===== config.mk =====
export PLATFORM = sky130hd
export DESIGN_NAME = uart_rx_engine
export DESIGN_NICKNAME = d
export VERILOG_FILES = /design/src/rtl/uart_rx_engine.sv
export SDC_FILE = /design/constraint.sdc
export NUM_CORES = 1
export LEC_CHECK = 0
export BUFFER_PORTS_ARGS = -buffer_cell sky130_fd_sc_hd__buf_2
export CELL_PAD_IN_SITES_DETAIL_PLACEMENT = 2
export CELL_PAD_IN_SITES_GLOBAL_PLACEMENT = 2
export CORE_MARGIN = 5
export CORE_UTILIZATION = 42
export DETAILED_ROUTE_END_ITERATION = 7
export GPL_ROUTABILITY_DRIVEN = 0
export HOLD_SLACK_MARGIN = 0.05
export PLACE_DENSITY = 0.94
export SLEW_MARGIN = 5
export SYNTH_ARGS = -nofsm -noshare
export SYNTH_HDL_FRONTEND = slang
export SYNTH_SLANG_ARGS = --single-unit
export TNS_END_PERCENT = 100

===== constraint.sdc =====
create_clock -name clk -period 6.1 [get_ports clk]
set_clock_uncertainty 0.15 [all_clocks]
set_input_delay 0.305 -clock clk [delete_from_list [all_inputs] [get_ports clk]]
set_output_delay 0.305 -clock clk [all_outputs]
set_load 0.02 [all_outputs]

===== src/rtl/uart_rx_engine.sv =====
// UART receive engine: synchronizes rx, finds the start bit, samples mid-bit
// and presents the byte with parity, framing and overrun flags.
module uart_rx_engine #(
  parameter int SYNC_STAGES = 2
) (
  input  logic       clk,
  input  logic       reset,
  input  logic       rx,
  input  logic [3:0] baud,
  input  logic       eight,
  input  logic       parity_en,
  input  logic       odd_n_even,
  input  logic       read,
  output logic [7:0] rx_data,
  output logic       rxrdy,
  output logic       perr,
  output logic       ferr,
  output logic       ovf,
  output logic       busy
);

  typedef enum logic [1:0] {IDLE, START, DATA, DONE} state_t;

  state_t state, state_nxt;

  logic [SYNC_STAGES-1:0] sync;
  logic        rx_s, rx_prev, fall, expire;
  logic [3:0]  cfg_baud;
  logic        cfg_eight, cfg_par, cfg_odd;
  logic [3:0]  bit_cnt, frame_len, n_cur;
  logic [18:0] samp_cnt, k_live, k_cur;
  logic [9:0]  shreg, aligned;
  logic [7:0]  data_new;
  logic        par_bit;

  function automatic logic [18:0] bit_time(input logic [3:0] code);
    case (code)
      4'd0:    bit_time = 19'd333333;
      4'd1:    bit_time = 19'd83333;
      4'd2:    bit_time = 19'd41667;
      4'd3:    bit_time = 19'd20833;
      4'd4:    bit_time = 19'd10417;
      4'd5:    bit_time = 19'd5208;
      4'd6:    bit_time = 19'd2604;
      4'd7:    bit_time = 19'd1736;
      4'd9:    bit_time = 19'd434;
      4'd10:   bit_time = 19'd217;
      4'd11:   bit_time = 19'd109;
      default: bit_time = 19'd868;
    endcase
  endfunction

  // Synchronizer idles high so reset never looks like a start edge.
  always_ff @(posedge clk or posedge reset) begin
    if (reset) sync <= '1;
    else       sync <= {sync[SYNC_STAGES-2:0], rx};
  end

  assign rx_s      = sync[SYNC_STAGES-1];
  assign fall      = rx_prev & ~rx_s;
  // Expiring at 1 rather than 0 makes a reload of k span exactly k clocks.
  assign expire    = (samp_cnt <= 19'd1);
  assign frame_len = 4'd9 + {3'b000, eight} + {3'b000, parity_en};
  assign n_cur     = 4'd9 + {3'b000, cfg_eight} + {3'b000, cfg_par};
  assign k_live    = bit_time(baud);
  assign k_cur     = bit_time(cfg_baud);
  assign aligned   = shreg >> (4'd11 - n_cur);
  assign data_new  = cfg_eight ? aligned[7:0] : {1'b0, aligned[6:0]};
  assign par_bit   = cfg_eight ? aligned[8] : aligned[7];
  assign busy      = (state != IDLE);

  always_comb begin
    state_nxt = state;
    case (state)
      IDLE:  if (fall) state_nxt = START;
      START: if (expire) state_nxt = rx_s ? IDLE : DATA;
      DATA:  if (expire && bit_cnt == 4'd1) state_nxt = DONE;
      DONE:  state_nxt = IDLE;
      default: state_nxt = IDLE;
    endcase
  end

  always_ff @(posedge clk or posedge reset) begin
    if (reset) begin
      state      <= IDLE;
      rx_prev    <= 1'b1;
      cfg_baud   <= 4'd0;
      cfg_eight  <= 1'b0;
      cfg_par    <= 1'b0;
      cfg_odd    <= 1'b0;
      bit_cnt    <= 4'd0;
      samp_cnt   <= 19'd0;
      shreg      <= 10'd0;
      rx_data    <= 8'h00;
      rxrdy      <= 1'b0;
      perr       <= 1'b0;
      ferr       <= 1'b0;
      ovf        <= 1'b0;
    end else begin
      state   <= state_nxt;
      rx_prev <= rx_s;
      case (state)
        IDLE: if (fall) begin
          cfg_baud  <= baud;
          cfg_eight <= eight;
          cfg_par   <= parity_en;
          cfg_odd   <= odd_n_even;
          bit_cnt   <= frame_len;
          samp_cnt  <= k_live >> 1;
          shreg     <= 10'd0;
        end
        START, DATA: begin
          if (expire) begin
            samp_cnt <= k_cur;
            bit_cnt  <= bit_cnt - 4'd1;
            if (state == DATA) shreg <= {rx_s, shreg[9:1]};
          end else begin
            samp_cnt <= samp_cnt - 19'd1;
          end
        end
        default: ;
      endcase
      // A read landing on DONE loses to the new frame.
      if (state == DONE) begin
        rx_data <= data_new;
        rxrdy   <= 1'b1;
        ferr    <= ~shreg[9];
        perr    <= cfg_par & ((^data_new ^ par_bit) != cfg_odd);
        ovf     <= rxrdy & ~read;
      end else if (read) begin
        rxrdy <= 1'b0;
        perr  <= 1'b0;
        ferr  <= 1'b0;
        ovf   <= 1'b0;
      end
    end
  end

endmodule

Word level (Yosys, flattened, before mapping)
Memories as Yosys holds them, arrays and structs flattened.
Index checks and enable logic that the tools add are counted.
{ "totals": {"register_bits": 57, "mem_bits_ro": 576, "wordCells": 77, "n_memories": 2} }
{ "memory_table": {"columns": ["memory", "words", "width", "rd", "rd_clocked_by_memory_dff", "wr", "line", "rtl"], "rows": [
  ["(no name shown)", 16, 18, 1, 0, 0, "37", "case (code)"],
  ["(no name shown)", 16, 18, 1, 0, 0, "37", null]
]} }
{ "op_classes": {"addsub": 7, "magnitude_cmp": 1, "eq_ne": 10, "n_shift": 1, "mux": 22, "bitwise": 7, "n_reduce_logical": 12} }
{ "ops": {"columns": ["operator", "n"], "rows": [
  ["two-way mux 19 bit", 2],
  ["one-hot mux 19 bit (2 select lines)", 1],
  ["two-way mux 10 bit", 3],
  ["one-hot mux 10 bit (2 select lines)", 1],
  ["<= comparator 19 x 1 -> 1 bit, second input constant", 1],
  ["subtractor 19 x 1 -> 19 bit, second input constant", 1],
  ["!= test 2 bit, second input constant", 5],
  [">> shifter 10 x 4 -> 9 bit", 1],
  ["adder 4 x 1 -> 4 bit", 2],
  ["adder 4 x 1 -> 4 bit, first input constant", 2],
  ["two-way mux 2 bit", 4],
  ["two-way mux 4 bit", 2],
  ["two-way mux 8 bit", 1],
  ["one-hot mux 2 bit (4 select lines)", 1],
  ["one-hot mux 4 bit (2 select lines)", 1],
  ["XOR reduction 8 bit", 1],
  ["two-way mux 1 bit", 6],
  ["AND reduction 3 bit", 2],
  ["nonzero test 2 bit", 3],
  ["== test 2 bit, second input constant", 2],
  ["== test 4 x 1 -> 1 bit, second input constant", 1],
  ["AND reduction 2 bit", 2],
  ["AND reduction 4 bit", 1],
  ["subtractor 4 x 1 -> 4 bit, second input constant", 1],
  ["9 further kinds", 13]
]} }

Depth between registers and ports, before layout
{ "logic_depth": {"depth_word": 10, "depth_mapped": 10, "depth_no_buf": 8} }

Worst setup path before layout
No wires, ideal clock.
{ "synth_path": {"kind": "flip-flop to flip-flop", "start": "reg cfg_eight", "end": "reg perr", "arrival_ps": 2637, "slack_ps": 3192, "path_stages_with_launch": 11, "path_cell_list": "dfrtp_1 clkbuf_1 inv_1 ha_1 buf_2 mux4_2 xnor2_1 xnor2_1 xnor3_1 xnor2_1 a32o_1"} }
{ "synth_between": {"elab_chain_len": 10, "word_cells_on_any_way": 11, "cone_classes": "add/sub: 3; eq/ne: 1; shift: 1; mux: 3; bitwise: 2; reduce/logical: 1"} }
{ "synth_rtl": {"columns": ["element", "line", "rtl"], "rows": [
  ["from (decl)", "29", "logic cfg_eight, cfg_par, cfg_odd;"],
  ["from (signal assigned)", "105", "cfg_eight <= eight;"],
  ["adder 4 x 1 -> 4 bit (2 in a row)", "64", "assign n_cur = 4'd9 + {3'b000, cfg_eight} + {3'b000, cfg_par};"],
  ["subtractor 4 bit", "67", "assign aligned = shreg >> (4'd11 - n_cur);"],
  [">> shifter 10 x 4 -> 9 bit", "67", null],
  ["two-way mux 8 bit", "68", "assign data_new = cfg_eight ? aligned[7:0] : {1'b0, aligned[6:0]};"],
  ["XOR reduction 8 bit", "128", "perr <= cfg_par & ((^data_new ^ par_bit) != cfg_odd);"],
  ["bitwise XOR 1 bit (*)", "128", null],
  ["!= test 1 bit (*)", "128", null],
  ["AND 1 bit (*)", "128", null],
  ["two-way mux 1 bit (*)", "124", "if (state == DONE) begin"],
  ["to (signal assigned)", "128", null],
  ["to (decl)", "16", "output logic perr,"]
]} }
Every way passes the cells marked *; elsewhere a longest branch is shown, timed or not.
A chain may end at the register's enable or synchronous reset.

Worst setup path after layout
{ "layout_path": {"start": "reg state[0]", "end": "reg shreg[0]"} }
{ "layout_between": {"elab_chain_len": 4, "word_cells_on_any_way": 10, "cone_classes": "eq/ne: 5; mux: 1; reduce/logical: 4"} }
{ "layout_rtl": {"columns": ["element", "line", "rtl"], "rows": [
  ["from (decl)", "24", "state_t state, state_nxt;"],
  ["from (signal assigned)", "100", "state <= state_nxt;"],
  ["== test 2 bit or == test 2 x 1 -> 1 bit (tied branches)", "102, 116", null],
  ["OR reduction 2 bit", "102", "case (state)"],
  ["!= test 2 bit (no line) or nonzero test 2 bit (tied branches)", null, null],
  ["AND reduction 4 bit (no line)", null, null],
  ["to (signal assigned)", "116", "if (state == DATA) shreg <= {rx_s, shreg[9:1]};"],
  ["to (decl)", "32", "logic [9:0] shreg, aligned;"]
]} }
Several ways; a longest one is shown, not always the timed one.

==> results.yml <==
setup_path:
  reg2reg_to: "shreg[0]"
  startpoint: "state[0]"
  reg2reg_depth: 7
  worstSetupPathType: "reg -> reg"
  worstPathMaxFanout: 18
  cpPeakStageDelay_ns: 0.80
  endpoint: "shreg[0]"
  crit_arrival_ns: 3.54
  cp_slowest_cell: "nor2_1"
  r2r_start: "state[0]"
  crit_required_ns: 6.16
  crit_chain: "inv_1 > ha_1 > nor2_1 > nor2_1 > nand3_2 > and2_1 > o2bb2ai_1"
  r2r_slack_ns: 2.62
  cpMostUsedCell: "nor2_1"
  cp-end-kind: "register"
  cp-start-kind: "register"
power:
  peakVddDrop_mv: 0.154
  power.total_mw: 2.00
  total_leakage_power_nw: 1.89
  power_switching_mw: 0.967
  p_seq_share_pct: 32.0
  powerDensity_mw_per_mm2: 457
  combinationalPowerShare_pct: 46.7
  p_sw_share_pct: 48.3
  p_int_mw: 1.03
  p_clk_share_pct: 21.3
global_route:
  grt_max_degree: 58
  grt-ovfl-total: 0
  grt_pass1_vias: 4063
  grt_pass1_wl_mm: 23.2
  antenna_found_initial: 0
  grtUsageTotal_pct: 26.7
synthesis:
  syn_area_per_cell_um2: 9.11
  synth-seq-cells: 57
  ys.flop_type: "dfrtp_1"
  synthArstFlopShare_pct: 100
  synth_nets: 464
  yosysSeqAreaShare_pct: 36.3
  synthCells: 433
  synth_edf_count: 0
  yosysUniqueCellTypes: 58
  syn_area_mm2: 0.00395
  yosysWarnings: 0
layout:
  drive_gt1_share_pct: 16.0
  nNetsFinal: 477
  antenna_cells: 0
  area_delta_synth_final_pct: 10.9
  final_area_mm2: 0.00438
  fill_cells: 968
clocking:
  cts_htree_levels: 3
  clockBufferDepth: 2
  clk_pin_slew_ns: 0.08
  postCtsResizedCells: 0
  cts.sinks: 57
  cts_tree: "yes"
  insertion_delay_ns: 0.36
  postCtsSetupRepairBufs: 0
  cts-buffers-inserted: 9
  cts_root_buf: "clkbuf_8"
die:
  dieWidth_um: 107
  die_h_um: 107
  ios: 24
  start_util_pct: 42.9
  fp.dieArea_mm2: 0.0114
  core_area_mm2: 0.00920
  core.rowCount: 35
sta:
  setup_viol: 0
  finalCritPeriodShare_pct: 57.1
  hold_viol: 0
  fmax_mhz: 287
  min_period_ns: 3.48
  relSlewSlack_pct: 32.6
  rsz0062_at_grt: "false"
  worstMarginPinSlew_ns: 1.01
  finalSetupTns_ns: 0
  slew_violations: 0
run:
  cap_violations: 0
place:
  dpl_cell_area_mm2: 0.00411
  io_buffers: 23
  dp_hpwl_mm: 9.52
routing:
  drc: 0
  ant_nets: 0
  vias: 3644
  wl_per_cell_um: 25.6
  routed_via_density: 6.48
  drt-total-wl_mm: 14.4
  drt_iter0_markers: 183
  firstDrtPassIters: 4
min_path:
  holdCritPathClass: "in -> reg"
run_status:
  status: "finished clean"
==> final cells by class <==
cell class	count	area (um2)	share of cell area [%]
flip-flops and latches	57	1430	32.7
repair buffers	29	170	3.89
well taps	111	139	3.17
clock buffers	9	124	2.83
inverters	24	90.1	2.06
clock inverters	7	103	2.34
multi-input cells	325	2320	53.0
==> worst min-delay path by stage <==
stage / startpoint / slack [ns] / to / cells after the start
3_5_place_dp: sync[0] / 0.20 / sync[1] / 0
5_1_grt: parity_en / 0.16 / cfg_par / 3
4_1_cts: parity_en / 0.16 / cfg_par / 3
3_3_place_gp: sync[0] / 0.20 / sync[1] / 0
2_1_floorplan: rx / 0.16 / sync[0] / 0
6_report: parity_en / 0.16 / cfg_par / 3
==> worst max-delay path: cells and delay by family, from the launching register on <==
family                     cells  cell delay (ns)
AOI/OAI and AO/OA              1             0.19
adders and majority gates      1             0.75
buffers and inverters          1             0.13
DFF                            1             0.45
and+or+nand+nor                4             1.66
==> repair_timing <==
item | in CTS | in global routing
hold endpoints to repair | 42 | 0
endpoints found under the setup margin | 0 | 0
hold buffers | 4 | 0
==> cell families (layout without fill, tap and decap cells) <==
group | Yosys count | count (layout) | synth area share, %
adder cells (fa/ha/maj) | 20 | 20 | 6.34
XOR/XNOR | 21 | 21 | 5.01
AO/OA/AOI/OAI | 126 | 126 | 20.3
AND/OR/NAND/NOR | 128 | 128 | 16.9
buffers and inverters | 51 | 69 | 5.01
flip-flops | 57 | 57 | 36.3
multiplexers | 30 | 30 | 10.2
==> power groups by stage <==
stage / Combinational [mW] / Sequential (mW) / Clock, mW
floorplan: 0.686 / 0.559 / 0
global placement: 0.814 / 0.625 / 0
detailed placement: 0.883 / 0.638 / 0
CTS: 0.926 / 0.636 / 0.430
global route: 1.01 / 0.659 / 0.445
finish: 0.935 / 0.641 / 0.426
==> cell usage in the layout (no fill, tap or decap), drive strengths merged, types with 4 or more instances in the layout <==
cell type | Yosys | routed
clkbuf | 24 | 9
o2bb2ai | 4 | 4
dlygate4sd3 | 0 | 4
nor3 | 12 | 12
a21oi | 34 | 34
o211ai | 4 | 4
xnor2 | 17 | 17
nand3 | 13 | 13
mux2i | 12 | 12
o221ai | 4 | 4
mux2 | 11 | 11
o21ai | 39 | 39
a31oi | 4 | 4
buf | 3 | 25
o22ai | 5 | 5
ha | 20 | 20
nand2 | 35 | 35
nor2 | 32 | 32
nand2b | 7 | 7
inv | 23 | 25
dfrtp | 54 | 54
mux4 | 7 | 7
a22o | 8 | 8
nor4 | 7 | 7
==> flip-flops by register name (all words and copies together), names as in the netlist, 2 cells and up, named ones only <==
register / cells
cfg_baud: 4
rx_data: 8
samp_cnt: 19
bit_cnt: 4
shreg: 10
sync: 2
==> Yosys cell counts, types with 5 or more instances <==
| master | instances | area, um2 |
|---|---|---|
| nand3_1 | 11 | 55.1 |
| nand2_1 | 35 | 131 |
| ha_1 | 20 | 250 |
| a21oi_1 | 34 | 170 |
| a22o_1 | 8 | 70.1 |
| mux2_2 | 11 | 124 |
| nor3_1 | 12 | 60.1 |
| xnor2_1 | 17 | 149 |
| o22ai_1 | 5 | 31.3 |
| nand2b_1 | 7 | 43.8 |
| o21ai_0 | 38 | 190 |
| mux2i_1 | 12 | 120 |
| nor4_1 | 6 | 37.5 |
| clkbuf_1 | 24 | 90.1 |
| inv_1 | 23 | 86.3 |
| nor2_1 | 32 | 120 |
| mux4_2 | 7 | 158 |
| dfrtp_1 | 54 | 1350 |
==> metrics by stage <==
stage / cells / hold slack, ns / util, % / worst slack, ns
floorplan: 433 / 0.159 / - / 3.19
global placement: 542 / 0.195 / 44.7 / 3.14
detailed placement: 542 / 0.199 / 44.7 / 2.92
CTS: 562 / 0.157 / 47.6 / 2.70
global route: 562 / 0.164 / 47.6 / 2.42
finish: 562 / 0.163 / 47.6 / 2.62
==> metal layers <==
layer / track usage, % / wire [um] / vias to the layer above
li1: - / - / 1601
met3: 5.12 / 609 / 47
met5: 0 / 0 / -
met2: 45.3 / 7160 / 129
met4: 14.3 / 637 / 0
met1: 31.9 / 6010 / 1867
(Power assumes the default switching activity.)
